$ cat src/rtl/c_tile_reader_if.sv
// Control, C SRAM read port and output element stream of the C tile reader.
// The reader takes the master modport; the surrounding logic takes the slave modport.
interface c_tile_reader_if #(
   parameter int M      = 8,
   parameter int N      = 8,
   parameter int DATA_W = 32,
   parameter int ROW_W  = (M <= 1) ? 1 : $clog2(M),
   parameter int COL_W  = (N <= 1) ? 1 : $clog2(N)
);
   logic              start;
   logic              abort;
   logic              busy;
   logic              done;
   logic              c_re;
   logic [ROW_W-1:0]  c_rrow;
   logic [COL_W-1:0]  c_rcol;
   logic [DATA_W-1:0] c_rdata;
   // Stream handshake: an element transfers on every cycle where out_valid && out_ready.
   // While out_valid && !out_ready, out_data/out_row/out_col/out_eol/out_last hold and
   // out_valid stays high; only abort or reset may withdraw an offered element.
   logic              out_valid;
   logic              out_ready;
   logic [DATA_W-1:0] out_data;
   logic [ROW_W-1:0]  out_row;
   logic [COL_W-1:0]  out_col;
   logic              out_eol;
   logic              out_last;

   modport master (
      input  start, abort, c_rdata, out_ready,
      output busy, done, c_re, c_rrow, c_rcol,
             out_valid, out_data, out_row, out_col, out_eol, out_last
   );

   modport slave (
      output start, abort, c_rdata, out_ready,
      input  busy, done, c_re, c_rrow, c_rcol,
             out_valid, out_data, out_row, out_col, out_eol, out_last
   );
endinterface

$ cat src/rtl/c_tile_reader.sv
// Streams an M x N C tile out of C SRAM in row-major order; a credit check on the
// FIFO absorbs the 1-cycle SRAM read latency so backpressure never drops an element.
module c_tile_reader #(
   parameter int M          = 8,
   parameter int N          = 8,
   parameter int DATA_W     = 32,
   parameter int ROW_W      = (M <= 1) ? 1 : $clog2(M),
   parameter int COL_W      = (N <= 1) ? 1 : $clog2(N),
   parameter int FIFO_DEPTH = 4
) (
   input  logic               clk,
   input  logic               rst_n,
   c_tile_reader_if.master    bus_io,
   output logic [1:0]         state_o
);
   localparam int PTR_W = (FIFO_DEPTH <= 2) ? 1 : $clog2(FIFO_DEPTH);
   localparam int CNT_W = $clog2(FIFO_DEPTH + 1);
   localparam int CRD_W = CNT_W + 1;
   localparam logic [ROW_W-1:0] LAST_ROW = ROW_W'(M - 1);
   localparam logic [COL_W-1:0] LAST_COL = COL_W'(N - 1);
   localparam logic [PTR_W-1:0] LAST_PTR = PTR_W'(FIFO_DEPTH - 1);

   typedef enum logic [1:0] {S_IDLE, S_READ, S_DRAIN, S_DONE} state_t;

   state_t            state_q, state_d;
   logic [ROW_W-1:0]  rd_row_q, rd_row_d;
   logic [COL_W-1:0]  rd_col_q, rd_col_d;
   logic [ROW_W-1:0]  pend_row_q;
   logic [COL_W-1:0]  pend_col_q;
   logic              inflight_q;
   logic [PTR_W-1:0]  wr_ptr_q, rd_ptr_q;
   logic [CNT_W-1:0]  occ_q, occ_d;
   logic [DATA_W-1:0] fifo_data_q [FIFO_DEPTH];
   logic [ROW_W-1:0]  fifo_row_q  [FIFO_DEPTH];
   logic [COL_W-1:0]  fifo_col_q  [FIFO_DEPTH];

   logic              empty, push, pop, issue, last_addr;
   logic [CRD_W-1:0]  credit_used;
   logic [ROW_W-1:0]  head_row;
   logic [COL_W-1:0]  head_col;

   function automatic logic [PTR_W-1:0] ptr_inc(input logic [PTR_W-1:0] p);
      return (p == LAST_PTR) ? '0 : p + PTR_W'(1);
   endfunction

   always_comb begin
      empty       = (occ_q == '0);
      pop         = !empty && bus_io.out_ready;
      // A return arriving in the abort cycle belongs to the cancelled tile.
      push        = inflight_q && !bus_io.abort;
      occ_d       = occ_q + CNT_W'(push) - CNT_W'(pop);
      credit_used = CRD_W'(occ_q) + CRD_W'(inflight_q) - CRD_W'(pop);
      issue       = (state_q == S_READ) && (credit_used < CRD_W'(FIFO_DEPTH));
      last_addr   = (rd_row_q == LAST_ROW) && (rd_col_q == LAST_COL);
      head_row    = fifo_row_q[rd_ptr_q];
      head_col    = fifo_col_q[rd_ptr_q];
   end

   always_comb begin
      state_d  = state_q;
      rd_row_d = rd_row_q;
      rd_col_d = rd_col_q;
      case (state_q)
         S_IDLE:  if (bus_io.start && !bus_io.abort) state_d = S_READ;
         S_READ:  if (bus_io.abort) state_d = S_IDLE;
                  else if (issue && last_addr) state_d = S_DRAIN;
         // Leave DRAIN as soon as the FIFO is about to be empty so done follows the last transfer.
         S_DRAIN: if (bus_io.abort) state_d = S_IDLE;
                  else if (occ_d == '0) state_d = S_DONE;
         S_DONE:  state_d = S_IDLE;
         default: state_d = S_IDLE;
      endcase
      if (bus_io.abort || state_q == S_IDLE) begin
         rd_row_d = '0;
         rd_col_d = '0;
      end else if (issue) begin
         if (last_addr) begin
            rd_row_d = '0;
            rd_col_d = '0;
         end else if (rd_col_q == LAST_COL) begin
            rd_row_d = rd_row_q + ROW_W'(1);
            rd_col_d = '0;
         end else begin
            rd_col_d = rd_col_q + COL_W'(1);
         end
      end
   end

   always_ff @(posedge clk or negedge rst_n) begin
      if (!rst_n) begin
         state_q    <= S_IDLE;
         rd_row_q   <= '0;
         rd_col_q   <= '0;
         pend_row_q <= '0;
         pend_col_q <= '0;
         inflight_q <= 1'b0;
         wr_ptr_q   <= '0;
         rd_ptr_q   <= '0;
         occ_q      <= '0;
      end else begin
         state_q  <= state_d;
         rd_row_q <= rd_row_d;
         rd_col_q <= rd_col_d;
         if (issue) begin
            pend_row_q <= rd_row_q;
            pend_col_q <= rd_col_q;
         end
         if (bus_io.abort) begin
            inflight_q <= 1'b0;
            wr_ptr_q   <= '0;
            rd_ptr_q   <= '0;
            occ_q      <= '0;
         end else begin
            inflight_q <= issue;
            if (push) wr_ptr_q <= ptr_inc(wr_ptr_q);
            if (pop)  rd_ptr_q <= ptr_inc(rd_ptr_q);
            occ_q <= occ_d;
         end
      end
   end

   always_ff @(posedge clk) begin
      if (push) begin
         fifo_data_q[wr_ptr_q] <= bus_io.c_rdata;
         fifo_row_q[wr_ptr_q]  <= pend_row_q;
         fifo_col_q[wr_ptr_q]  <= pend_col_q;
      end
   end

   // Head fields are forced to zero when empty so every output is 0 in reset and idle.
   assign bus_io.c_re      = issue;
   assign bus_io.c_rrow    = issue ? rd_row_q : '0;
   assign bus_io.c_rcol    = issue ? rd_col_q : '0;
   assign bus_io.out_valid = !empty;
   assign bus_io.out_data  = empty ? '0 : fifo_data_q[rd_ptr_q];
   assign bus_io.out_row   = empty ? '0 : head_row;
   assign bus_io.out_col   = empty ? '0 : head_col;
   assign bus_io.out_eol   = !empty && (head_col == LAST_COL);
   assign bus_io.out_last  = !empty && (head_col == LAST_COL) && (head_row == LAST_ROW);
   assign bus_io.busy      = (state_q == S_READ) || (state_q == S_DRAIN);
   assign bus_io.done      = (state_q == S_DONE);
   assign state_o          = state_q;
endmodule

$ cat src/flat_wrapper.sv
// flat-port wrapper written by rule: the top's interface ports become plain ports
module c_tile_reader_flat 
#(
   parameter int M          = 8,
   parameter int N          = 8,
   parameter int DATA_W     = 32,
   parameter int ROW_W      = (M <= 1) ? 1 : $clog2(M),
   parameter int COL_W      = (N <= 1) ? 1 : $clog2(N),
   parameter int FIFO_DEPTH = 4
)
  (clk, rst_n, state_o, bus_io_start, bus_io_abort, bus_io_c_rdata, bus_io_out_ready, bus_io_busy, bus_io_done, bus_io_c_re, bus_io_c_rrow, bus_io_c_rcol, bus_io_out_valid, bus_io_out_data, bus_io_out_row, bus_io_out_col, bus_io_out_eol, bus_io_out_last);
  c_tile_reader_if #(.M(M), .N(N), .DATA_W(DATA_W), .ROW_W(ROW_W), .COL_W(COL_W)) bus_io_i ();
  input  logic clk;
  input  logic rst_n;
  output logic [1:0] state_o;
  input wire logic [$bits(bus_io_i.start)-1:0] bus_io_start;
  input wire logic [$bits(bus_io_i.abort)-1:0] bus_io_abort;
  input wire logic [$bits(bus_io_i.c_rdata)-1:0] bus_io_c_rdata;
  input wire logic [$bits(bus_io_i.out_ready)-1:0] bus_io_out_ready;
  output wire logic [$bits(bus_io_i.busy)-1:0] bus_io_busy;
  output wire logic [$bits(bus_io_i.done)-1:0] bus_io_done;
  output wire logic [$bits(bus_io_i.c_re)-1:0] bus_io_c_re;
  output wire logic [$bits(bus_io_i.c_rrow)-1:0] bus_io_c_rrow;
  output wire logic [$bits(bus_io_i.c_rcol)-1:0] bus_io_c_rcol;
  output wire logic [$bits(bus_io_i.out_valid)-1:0] bus_io_out_valid;
  output wire logic [$bits(bus_io_i.out_data)-1:0] bus_io_out_data;
  output wire logic [$bits(bus_io_i.out_row)-1:0] bus_io_out_row;
  output wire logic [$bits(bus_io_i.out_col)-1:0] bus_io_out_col;
  output wire logic [$bits(bus_io_i.out_eol)-1:0] bus_io_out_eol;
  output wire logic [$bits(bus_io_i.out_last)-1:0] bus_io_out_last;
  assign bus_io_i.start = bus_io_start;
  assign bus_io_i.abort = bus_io_abort;
  assign bus_io_i.c_rdata = bus_io_c_rdata;
  assign bus_io_i.out_ready = bus_io_out_ready;
  assign bus_io_busy = bus_io_i.busy;
  assign bus_io_done = bus_io_i.done;
  assign bus_io_c_re = bus_io_i.c_re;
  assign bus_io_c_rrow = bus_io_i.c_rrow;
  assign bus_io_c_rcol = bus_io_i.c_rcol;
  assign bus_io_out_valid = bus_io_i.out_valid;
  assign bus_io_out_data = bus_io_i.out_data;
  assign bus_io_out_row = bus_io_i.out_row;
  assign bus_io_out_col = bus_io_i.out_col;
  assign bus_io_out_eol = bus_io_i.out_eol;
  assign bus_io_out_last = bus_io_i.out_last;
  c_tile_reader #(.M(M), .N(N), .DATA_W(DATA_W), .ROW_W(ROW_W), .COL_W(COL_W), .FIFO_DEPTH(FIFO_DEPTH)) u_core (.clk(clk), .rst_n(rst_n), .bus_io(bus_io_i), .state_o(state_o));
endmodule
$ cat config.mk
export PLATFORM = sky130hd
export DESIGN_NAME = c_tile_reader_flat
export DESIGN_NICKNAME = d
export VERILOG_FILES = /design/src/rtl/c_tile_reader_if.sv /design/src/rtl/c_tile_reader.sv /design/src/flat_wrapper.sv
export SDC_FILE = /design/constraint.sdc
export NUM_CORES = 1
export LEC_CHECK = 0
export BUFFER_PORTS_ARGS = -buffer_cell sky130_fd_sc_hd__buf_2
export CORE_MARGIN = 3
export CORE_UTILIZATION = 54
export CTS_BUF_LIST = sky130_fd_sc_hd__clkbuf_4
export CTS_CLUSTER_DIAMETER = 40
export DETAILED_ROUTE_END_ITERATION = 6
export PLACE_DENSITY = 0.75
export SETUP_SLACK_MARGIN = 0.4
export SYNTH_ARGS = -nofsm -noshare
export SYNTH_HDL_FRONTEND = slang
export SYNTH_SLANG_ARGS = --single-unit
$ cat constraint.sdc
create_clock -name clk -period 9.8 [get_ports clk]
set_clock_uncertainty 0.2 [all_clocks]
set_input_delay 1.96 -clock clk [delete_from_list [all_inputs] [get_ports clk]]
set_output_delay 1.96 -clock clk [all_outputs]
set_load 0.01 [all_outputs]
-- Yosys cells after proc, flatten, opt, wreduce, memory -nomap -nowiden
Memories as Yosys holds them, arrays and structs flattened.
Index checks and enable logic that the tools add are counted.
- flip-flop bits (word level): 22
- memory bits (writable): 152
- input port bits: 37
- output and inout bits: 52
- logic and storage cells: 83
- memories kept: 3
- memory list (memory ; words ; width ; rd ports ; clocked after Yosys merged registers in ; wr ports ; RTL line ; source):
    u_core.fifo_data_q ; 4 ; 32 ; 1 ; 0 ; 1 ; c_tile_reader.sv:33 ; logic [DATA_W-1:0] fifo_data_q [FIFO_DEPTH];
    u_core.fifo_col_q ; 4 ; 3 ; 1 ; 0 ; 1 ; c_tile_reader.sv:35 ; logic [COL_W-1:0] fifo_col_q [FIFO_DEPTH];
    u_core.fifo_row_q ; 4 ; 3 ; 1 ; 0 ; 1 ; c_tile_reader.sv:34 ; logic [ROW_W-1:0] fifo_row_q [FIFO_DEPTH];
- add/sub/neg operators: 8
- magnitude comparators: 1
- eq/ne operators: 12
- multiplexer cells: 29
- reductions and logical operators: 21
- operator list (cell ; count):
    $mux W3 ; 13
    $mux W32 ; 1
    $mux W2 ; 11
    $eq A3 B3 Y1 const B ; 4
    $eq A2 B2 Y1 const B ; 4
    $logic_and A1 B1 Y1 ; 8
    $pmux W2 S4 ; 1
    $add A3 B1 Y3 const B ; 2
    $logic_not A3 Y1 ; 2
    $reduce_bool A2 Y1 ; 3
    $add A2 B1 Y2 const B ; 2
    $add A3 B1 Y4 ; 1
    $lt A4 B3 Y1 const B ; 1
    $sub A4 B1 Y4 ; 1
    $add A3 B1 Y3 ; 1
    $mux W1 ; 3
    $ne A3 B2 Y1 const B ; 1
    $ne A3 B3 Y1 const B ; 1
    $reduce_and A3 Y1 ; 1
    $reduce_bool A3 Y1 ; 1
    $sub A3 B1 Y3 ; 1
    $eq A2 B1 Y1 const B ; 1
    $logic_not A1 Y1 ; 2
    $logic_not A2 Y1 ; 1
    other kinds (3) ; 4

-- Longest topological paths before layout
Gate-level depths: netlist of the first run.
- word-level depth: 10
- mapped depth: 11
- gate-level depth less buffers: 10

-- Worst setup path before layout of the first run
No wires, ideal clock.
- kind: input-to-output
- start point: in bus_io_out_ready
- end point: out bus_io_c_rcol[0]
- arrival: 3.450 ns
- data required time: 7.640 ns
- setup slack: 4.190 ns
- stages on the path: 8
- path buffers: 1
- cell sequence: nand2_1 -> or2_2 -> ha_1 -> nand2_1 -> o31a_1 -> nand2_2 -> buf_6 -> and2_4
- word-level cells in the longest chain between the ends: 5
- RTL lines (element ; RTL line ; source):
    from (decl) ; flat_wrapper.sv:19 ; input wire logic [$bits(bus_io_i.out_ready)-1:0] bus_io_out_ready;
    $logic_and A1 B1 Y1 ; c_tile_reader.sv:48 ; pop = !empty && bus_io.out_ready;
    $sub A4 B1 Y4 ; c_tile_reader.sv:52 ; credit_used = CRD_W'(occ_q) + CRD_W'(inflight_q) - CRD_W'(pop);
    $lt A4 B3 Y1 ; c_tile_reader.sv:53 ; issue = (state_q == S_READ) && (credit_used < CRD_W'(FIFO_DEPTH));
    $logic_and A1 B1 Y1 ; c_tile_reader.sv:53 ;
    named net bus_io_c_re ; flat_wrapper.sv:22 ; output wire logic [$bits(bus_io_i.c_re)-1:0] bus_io_c_re;
    $mux W3 ; c_tile_reader.sv:133 ; assign bus_io.c_rcol = issue ? rd_col_q : '0;
    to (decl) ; flat_wrapper.sv:24 ; output wire logic [$bits(bus_io_i.c_rcol)-1:0] bus_io_c_rcol;
The timed path passes the listed nets, and every way through them passes these cells.

-- Worst setup path after layout of the first run
- start point: in bus_io_out_ready
- end point: out bus_io_c_rcol[2]
- word-level cells in the longest chain between the ends: 5
- RTL lines (element ; RTL line):
    $logic_and A1 B1 Y1 ; c_tile_reader.sv:48
    $sub A4 B1 Y4 ; c_tile_reader.sv:52
    $lt A4 B3 Y1 ; c_tile_reader.sv:53
    $logic_and A1 B1 Y1 ; c_tile_reader.sv:53
    $mux W3 ; c_tile_reader.sv:133
Every way passes these cells.

==> results of run 1 <==
==> cell type report <==
cell class,instances,area (sq um),area share
Clock inverter,11,98.8,0.0124
Multi-Input combinational cell,179,1910,0.240
Clock buffer,21,158,0.0197
Sequential cell,174,5120,0.640
Timing Repair Buffer,90,455,0.0570
Tap cell,172,215,0.0269
Inverter,9,33.8,0.00423
==> routing by layer <==
layer | global-route usage | up-vias | wire [um] | share of wire
li1 | - | 1668 | - | -
met1 | 0.230 | 1882 | 5160 | 0.41
met2 | 0.308 | 100 | 6580 | 0.53
met3 | 0.0429 | 15 | 591 | 0.047
met4 | 0.0680 | 0 | 173 | 0.014
met5 | 0 | - | 0 | 0
==> cells by family after synthesis <==
group | count (synthesis) | synth area share
compound gates | 19 | 0.0207
xor+xnor | 2 | 0.00245
fa+ha+maj | 17 | 0.0308
buf+inv | 25 | 0.0165
flops | 174 | 0.716
mux | 48 | 0.134
simple gates | 93 | 0.0794
==> worst max-delay path, stage by stage <==
cell	delay [ns]
buf_2	0.13
nand2_1	0.10
or2_2	0.29
ha_1	0.27
nand2_1	0.11
o221ai_2	0.37
nand2_2	0.26
and2_1	0.25
buf_2	0.14
==> worst min-delay path by stage <==
stage	from	slack, ns	endpoint
5_1_grt	u_core.pend_col_q[2]$_DFFE_PN0N_	0.40	u_core.fifo_col_q[3][2]$_DFFE_PP_
3_3_place_gp	u_core.pend_row_q[1]$_DFFE_PN0N_	0.31	u_core.fifo_row_q[2][1]$_DFFE_PP_
6_report	u_core.pend_col_q[2]$_DFFE_PN0N_	0.36	u_core.fifo_col_q[0][2]$_DFFE_PP_
3_5_place_dp	u_core.pend_col_q[2]$_DFFE_PN0N_	0.33	u_core.fifo_col_q[0][2]$_DFFE_PP_
2_1_floorplan	u_core.pend_col_q[0]$_DFFE_PN0N_	0.28	u_core.fifo_col_q[0][0]$_DFFE_PP_
4_1_cts	u_core.pend_col_q[2]$_DFFE_PN0N_	0.35	u_core.fifo_col_q[0][2]$_DFFE_PP_
==> through the flow <==
step	utilization	std cells	worst slack [ns]	cell area, sq um	power [W]
detailed placement	0.606	624	3.78	7740	0.00153
CTS	0.626	656	3.77	7990	0.00191
global route	0.626	656	3.62	7990	0.00199
floorplan	-	378	4.19	7140	0.00134
global placement	0.606	624	3.83	7740	0.00152
finish	0.626	656	3.76	7990	0.00188
==> registers in the layout, indices dropped and copies added (netlist names), 3 cells and up <==
signal	count
u_core.fifo_data_q	128
u_core.fifo_col_q	12
u_core.fifo_row_q	12
u_core.occ_q	3
u_core.pend_col_q	3
u_core.pend_row_q	3
u_core.rd_col_q	3
u_core.rd_row_q	3
==> placed cells by master (no fill, tap or decap), types with 3 or more instances in the layout <==
cell      Yosys  layout
a21oi_1       3       3
a31o_1        5       5
and2_1       43      39
and2_2        0       4
and2_4        5       5
buf_2         3      88
clkbuf_4      0      21
clkinv_1      0       5
clkinv_2      0       4
dfrtp_1      22      20
edfxtp_1    152     152
ha_1         16      16
inv_1         9       9
mux2i_1       9       9
mux4_2       38      38
nand2_1       9       9
nand2b_1      3       3
nor2_1        9       9
nor2b_1       5       5
nor3_1        4       4
o21ai_0       4       4
==> where the power goes <==
group | switching (W) | internal (W) | total [W]
Clock | 0.000219 | 0.000157 | 0.000376
Sequential | 0.0000410 | 0.000850 | 0.000892
Combinational | 0.000329 | 0.000285 | 0.000615
==> results.md, run 1 <==
- Top FF cell, synth: edfxtp_1
- Final period util: 0.617
- CTS H-tree lvls: 4
- Power per cell area: 235 mW/mm^2
- Setup TNS: 0 ns
- R2R setup slack: 6.37 ns
- GRT Util Overall: 0.182
- CP required: 7.64 ns
- RSZ-0062 raised after global routing: false
- Syn Area/Cell: 18.9 sq um
- Synth Instances: approximately 380
- Largest area contributor in the netlist: edfxtp_1
- Fin Hold WS: 0.360 ns
- Die X: 121 um
- CTS root buf: clkbuf_4
- Syn Std Cell Area: 0.00714 sq mm
- Top post-synthesis cells by count: edfxtp_1 (152), and2_1 (43), mux4_2 (38)
- Worst VDD drop: between 0.15 and 0.2 mV
- Hold-fix buffers, CTS: 0
- Final WL: ~13000 um
- Vias in the first global route: around 3800
- Worst Path Arrival: 3.88 ns
- R2R depth: 11
- Critical Setup Path Class: input pin to output port
- Worst min-delay path category: flip-flop to flip-flop
- Drt pass-1 iters: 4
- Final hold violation count: 0
- HPWL Detailed: ~7600 um
- Post-synth EDFFs: 152
- Maxcap violations: 0
- Final Wtd Congestion: 0.793
- Worst Setup SP: bus_io_out_ready
- Area contributors post-synth: edfxtp_1 (64%), mux4_2 (12%), dfrtp_1 (7.7%)
- Iteration-0 DRC Markers: 270
- Clock transition at path regs: 0.12 ns
- Lkg Pwr: 2.93 nW
- Via Count: 3665
- Area Growth Syn to Fin: 11.9%
- R2R Path End: u_core.state_o[0]$_DFFE_PN0P_
- Placeable Area: 0.0128 sq mm
- End of the critical path: bus_io_c_rcol[2]
- Share of cells above drive strength 1: 0.355
- Fillcell total: 942
- WHS Path Cells: 0
- Critical Path Sink Type: output port
- Post-CTS sizing: 0
- FF-to-FF Start: u_core.occ_q[2]$_DFF_PN0_
- Largest net degree at the start of global routing: 42
- Final Setup Violations: 0
- Fmax: 165 MHz
- Synth Warn #: 0
- DIE AREA: about 0.015 sq mm
- DR vias/cell: 5.59
- CTS tree: yes
- Clock Sinks: 174
- Final Max Slew Viols: 0
- Synth cell types: 43
- Total gr overflow: 0
- Initial core utilization: 0.559
- Crit path time final: around 6.0 ns
- Share of the synthesized area in the top cell type: 0.639
- CP Max Fanout: 11
- Post-synthesis register bit count: 174
- Die H: around 120 um
- First-pass GRT wire length: 19700 um
- Slew @ Worst Pin: 1.05 ns
- # port buffers: 88
- CTS buffer count: 17
- Startpoint types: input pin
- FFs w/ async S/R, synth: 0.126
- Syn nets: 432
- Initial antenna violation count: 0
- Worst slew margin: 0.300
- CTS max path bufs: 2
- ANT cells: 0
- Ports: 89
- Most frequent cell after synthesis: edfxtp_1
- Sequential area share after synthesis: 0.716
- Wire per inst: 19.1 um
- Final #Nets: 525
- Setup bufs post-CTS: 0
- Worst skew pair latency: roughly 0.52 ns
- Outcome: completed
- Routed Antenna Nets: 0
- DRC: 0
- Rows: 41
(Power assumes the default switching activity.)
==> run 2: changes to the inputs <==
==> constraint.sdc (replaced) <==
create_clock -name clk -period 6.2 [get_ports clk]
set_clock_uncertainty 0.2 [all_clocks]
set_input_delay 1.24 -clock clk [delete_from_list [all_inputs] [get_ports clk]]
set_output_delay 1.24 -clock clk [all_outputs]
set_load 0.01 [all_outputs]
==> run 2 against run 1 <==
Hold slack got worse by 0.015 ns. Core utilization rose by 0.67 points. Via count fell by 0.98%. Cell area rose by 1.1%. Combinational power rose by 54%. Critical path type unchanged. Highest routed layer unchanged.
==> results.md, run 2 (same netlist as run 1, synthesis figures left out) <==
- Outcome: completed
- Area Growth Syn to Fin: 13.1%
- Crit-path max cell delay: 0.40 ns (+0.03 ns)
- Ports: 89 (unchanged)
- Worst skew pair latency: 0.54 ns (+0.02 ns)
- Slew @ Worst Pin: 1.04 ns (-0.0106 ns)
- Lkg Pwr: 2.96 nW (+0.84%)
- # port buffers: 88 (unchanged)
- Worst slew margin: 0.307 (+0.00707)
- Critical Path Sink Type: output port
- PnR Total Power: 0.00311 W (+65%)
- Worst min-delay path category: flip-flop to flip-flop
- Worst Path Arrival: 3.24 ns (-0.64 ns)
- Die X: 121 um (unchanged)
- Critical-path cell list: buf_2 -> nand2_1 -> or2_2 -> ha_1 -> nand2_1 -> o221ai_2 -> nand2_2 -> and2_1 -> buf_2
- Gate power share: 0.304 (-0.023)
- R2R setup slack: 2.74 ns (-3.63 ns)
- Crit-path slowest cell: o221ai_2
- Initial antenna violation count: 0 (unchanged)
- Worst Setup SP: bus_io_out_ready
- Fillcell total: 915 (-2.9%)
- Switching power: 0.000975 W (+66%)
- Placeable Area: 0.0128 sq mm (unchanged)
- Largest register by flop count: u_core.fifo_data_q
- Internal Power: 0.00213 W (+65%)
- Clock Sinks: 174 (unchanged)
- First-pass GRT wire length: 19800 um (+0.45%)
- Routed Antenna Nets: 0 (unchanged)
- Startpoint types: input pin
- GRT Util Overall: 0.181 (-0.000272)
- Maxcap violations: 0 (unchanged)
- Worst VDD drop: 0.214 mV (+38%)
- CTS tree: yes
- HPWL Detailed: 7570 um (-0.52%)
- CP required: 4.76 ns (-2.88 ns)
- Largest net degree at the start of global routing: 42 (unchanged)
- Crit-path leading delay family: simple AND/OR/NAND/NOR gates
- Rows: 41 (unchanged)
- Crit path time final: 4.68 ns
- Biggest regs: u_core.fifo_data_q: 128 flops, u_core.fifo_col_q: 12 flops, u_core.fifo_row_q: 12 flops
- Final Max Slew Viols: 0 (unchanged)
- RSZ-0062 raised after global routing: false
- Drt pass-1 iters: 6 (+2)
- Wire per inst: 19.0 um (-0.58%)
- FF-to-FF Start: u_core.occ_q[2]$_DFF_PN0_
- CTS buffer count: 17 (unchanged)
- Clock transition at path regs: 0.15 ns (+0.03 ns)
- Initial core utilization: 0.559 (unchanged)
- Largest register FFs: 128 (unchanged)
- Final Wtd Congestion: 0.795 (+0.25%)
- Total gr overflow: 0 (unchanged)
- Commonest cells after routing, fill and taps aside: edfxtp_1 (152), buf_2 (88), and2_1 (39), mux4_2 (38), dfrtp_1 (20)
- ANT cells: 0 (unchanged)
- Clock power share: 0.234 (+0.034)
- Die H: 121 um (unchanged)
- CTS H-tree lvls: 4 (unchanged)
- Hold-fix buffers, CTS: 0 (unchanged)
- CTS max path bufs: 2 (unchanged)
- Power per cell area: 384 mW/mm^2 (+63%)
- DR vias/cell: 5.53 (-0.98%)
- Final period util: 0.754
- Via Count: 3629 (-0.98%)
- CTS root buf: clkbuf_4
- Worst Path Buf+Inv: 2 (unchanged)
- Power share of the sequential group: 0.462 (-0.012)
- Final hold violation count: 0 (unchanged)
- CP Max Fanout: 11 (unchanged)
- Final Setup Violations: 0 (unchanged)
- Setup TNS: 0 ns (unchanged)
- Final WL: 12400 um (-0.58%)
- Commonest non-fill, non-tap cell in the layout: edfxtp_1
- Hold_sp: u_core.pend_row_q[0]$_DFFE_PN0N_
- Final #Nets: 525 (unchanged)
- Post-CTS sizing: 0 (unchanged)
- Vias in the first global route: 3808 (+0.34%)
- Iteration-0 DRC Markers: 235 (-13%)
- Switching portion of total power: 0.314 (+0.00106)
- DIE AREA: 0.0146 sq mm (unchanged)
- Share of cells above drive strength 1: 0.364 (+0.00826)
- Critical Setup Path Class: input pin to output port
- DRC: 0 (unchanged)
- Fmax: 214 MHz
- Setup bufs post-CTS: 0 (unchanged)
-- run 2: changes by cell type in the layout (fill, tap and decap cells not counted), sizes merged --
cell      delta
clkinvlp     +3
clkinv       -8
inv          +6
clkbuf       -3
bufinv       +2
-- run 2: path summary, 6_finish.rpt --
kind,end,cells past startpoint
hold reg to reg,u_core.fifo_row_q[1][0]$_DFFE_PP_,0
hold / removal,u_core.fifo_row_q[1][0]$_DFFE_PP_,0
setup reg to reg,u_core.state_o[0]$_DFFE_PN0P_,11
min in group asynchronous,u_core.rd_ptr_q[0]$_DFFE_PN0P_,1
max in group asynchronous,u_core.rd_ptr_q[1]$_DFFE_PN0P_,1
setup / recovery,bus_io_c_rcol[2],9
-- run 2: power by group through the flow --
stage               Sequential (W)  Combinational (W)  Clock, W
global route               0.00145            0.00104  0.000785
finish                     0.00144           0.000945  0.000725
CTS                        0.00144           0.000963  0.000741
global placement           0.00146           0.000942         0
floorplan                  0.00140           0.000709         0
detailed placement         0.00146           0.000962         0
-- run 2: layout make-up --
type	instances	area, sq um	share of cell area
multi-input cells	179	1910	0.237
well taps	172	215	0.0266
repair buffers	90	455	0.0564
inverters	9	33.8	0.00418
clock buffers	18	135	0.0167
clock inverters	14	206	0.0256
flip-flops and latches	174	5120	0.634
-- run 2: metal layers --
metal	share of wire	up-vias	routed length (um)	global-route usage
li1	-	1669	-	-
met1	0.41	1842	5110	0.230
met2	0.52	98	6520	0.305
met3	0.049	20	604	0.0480
met4	0.015	0	191	0.0630
met5	0	-	0	0
-- run 2: per-stage QoR --
step | cells | setup WS (ns) | hold WS [ns] | util | cell area (sq um)
global placement | 624 | 1.67 | 0.314 | 0.606 | 7740
floorplan | 378 | 2.03 | 0.276 | - | 7140
finish | 656 | 1.52 | 0.345 | 0.632 | 8080
CTS | 656 | 1.51 | 0.356 | 0.632 | 8080
detailed placement | 624 | 1.51 | 0.330 | 0.606 | 7740
global route | 656 | 1.36 | 0.379 | 0.632 | 8080
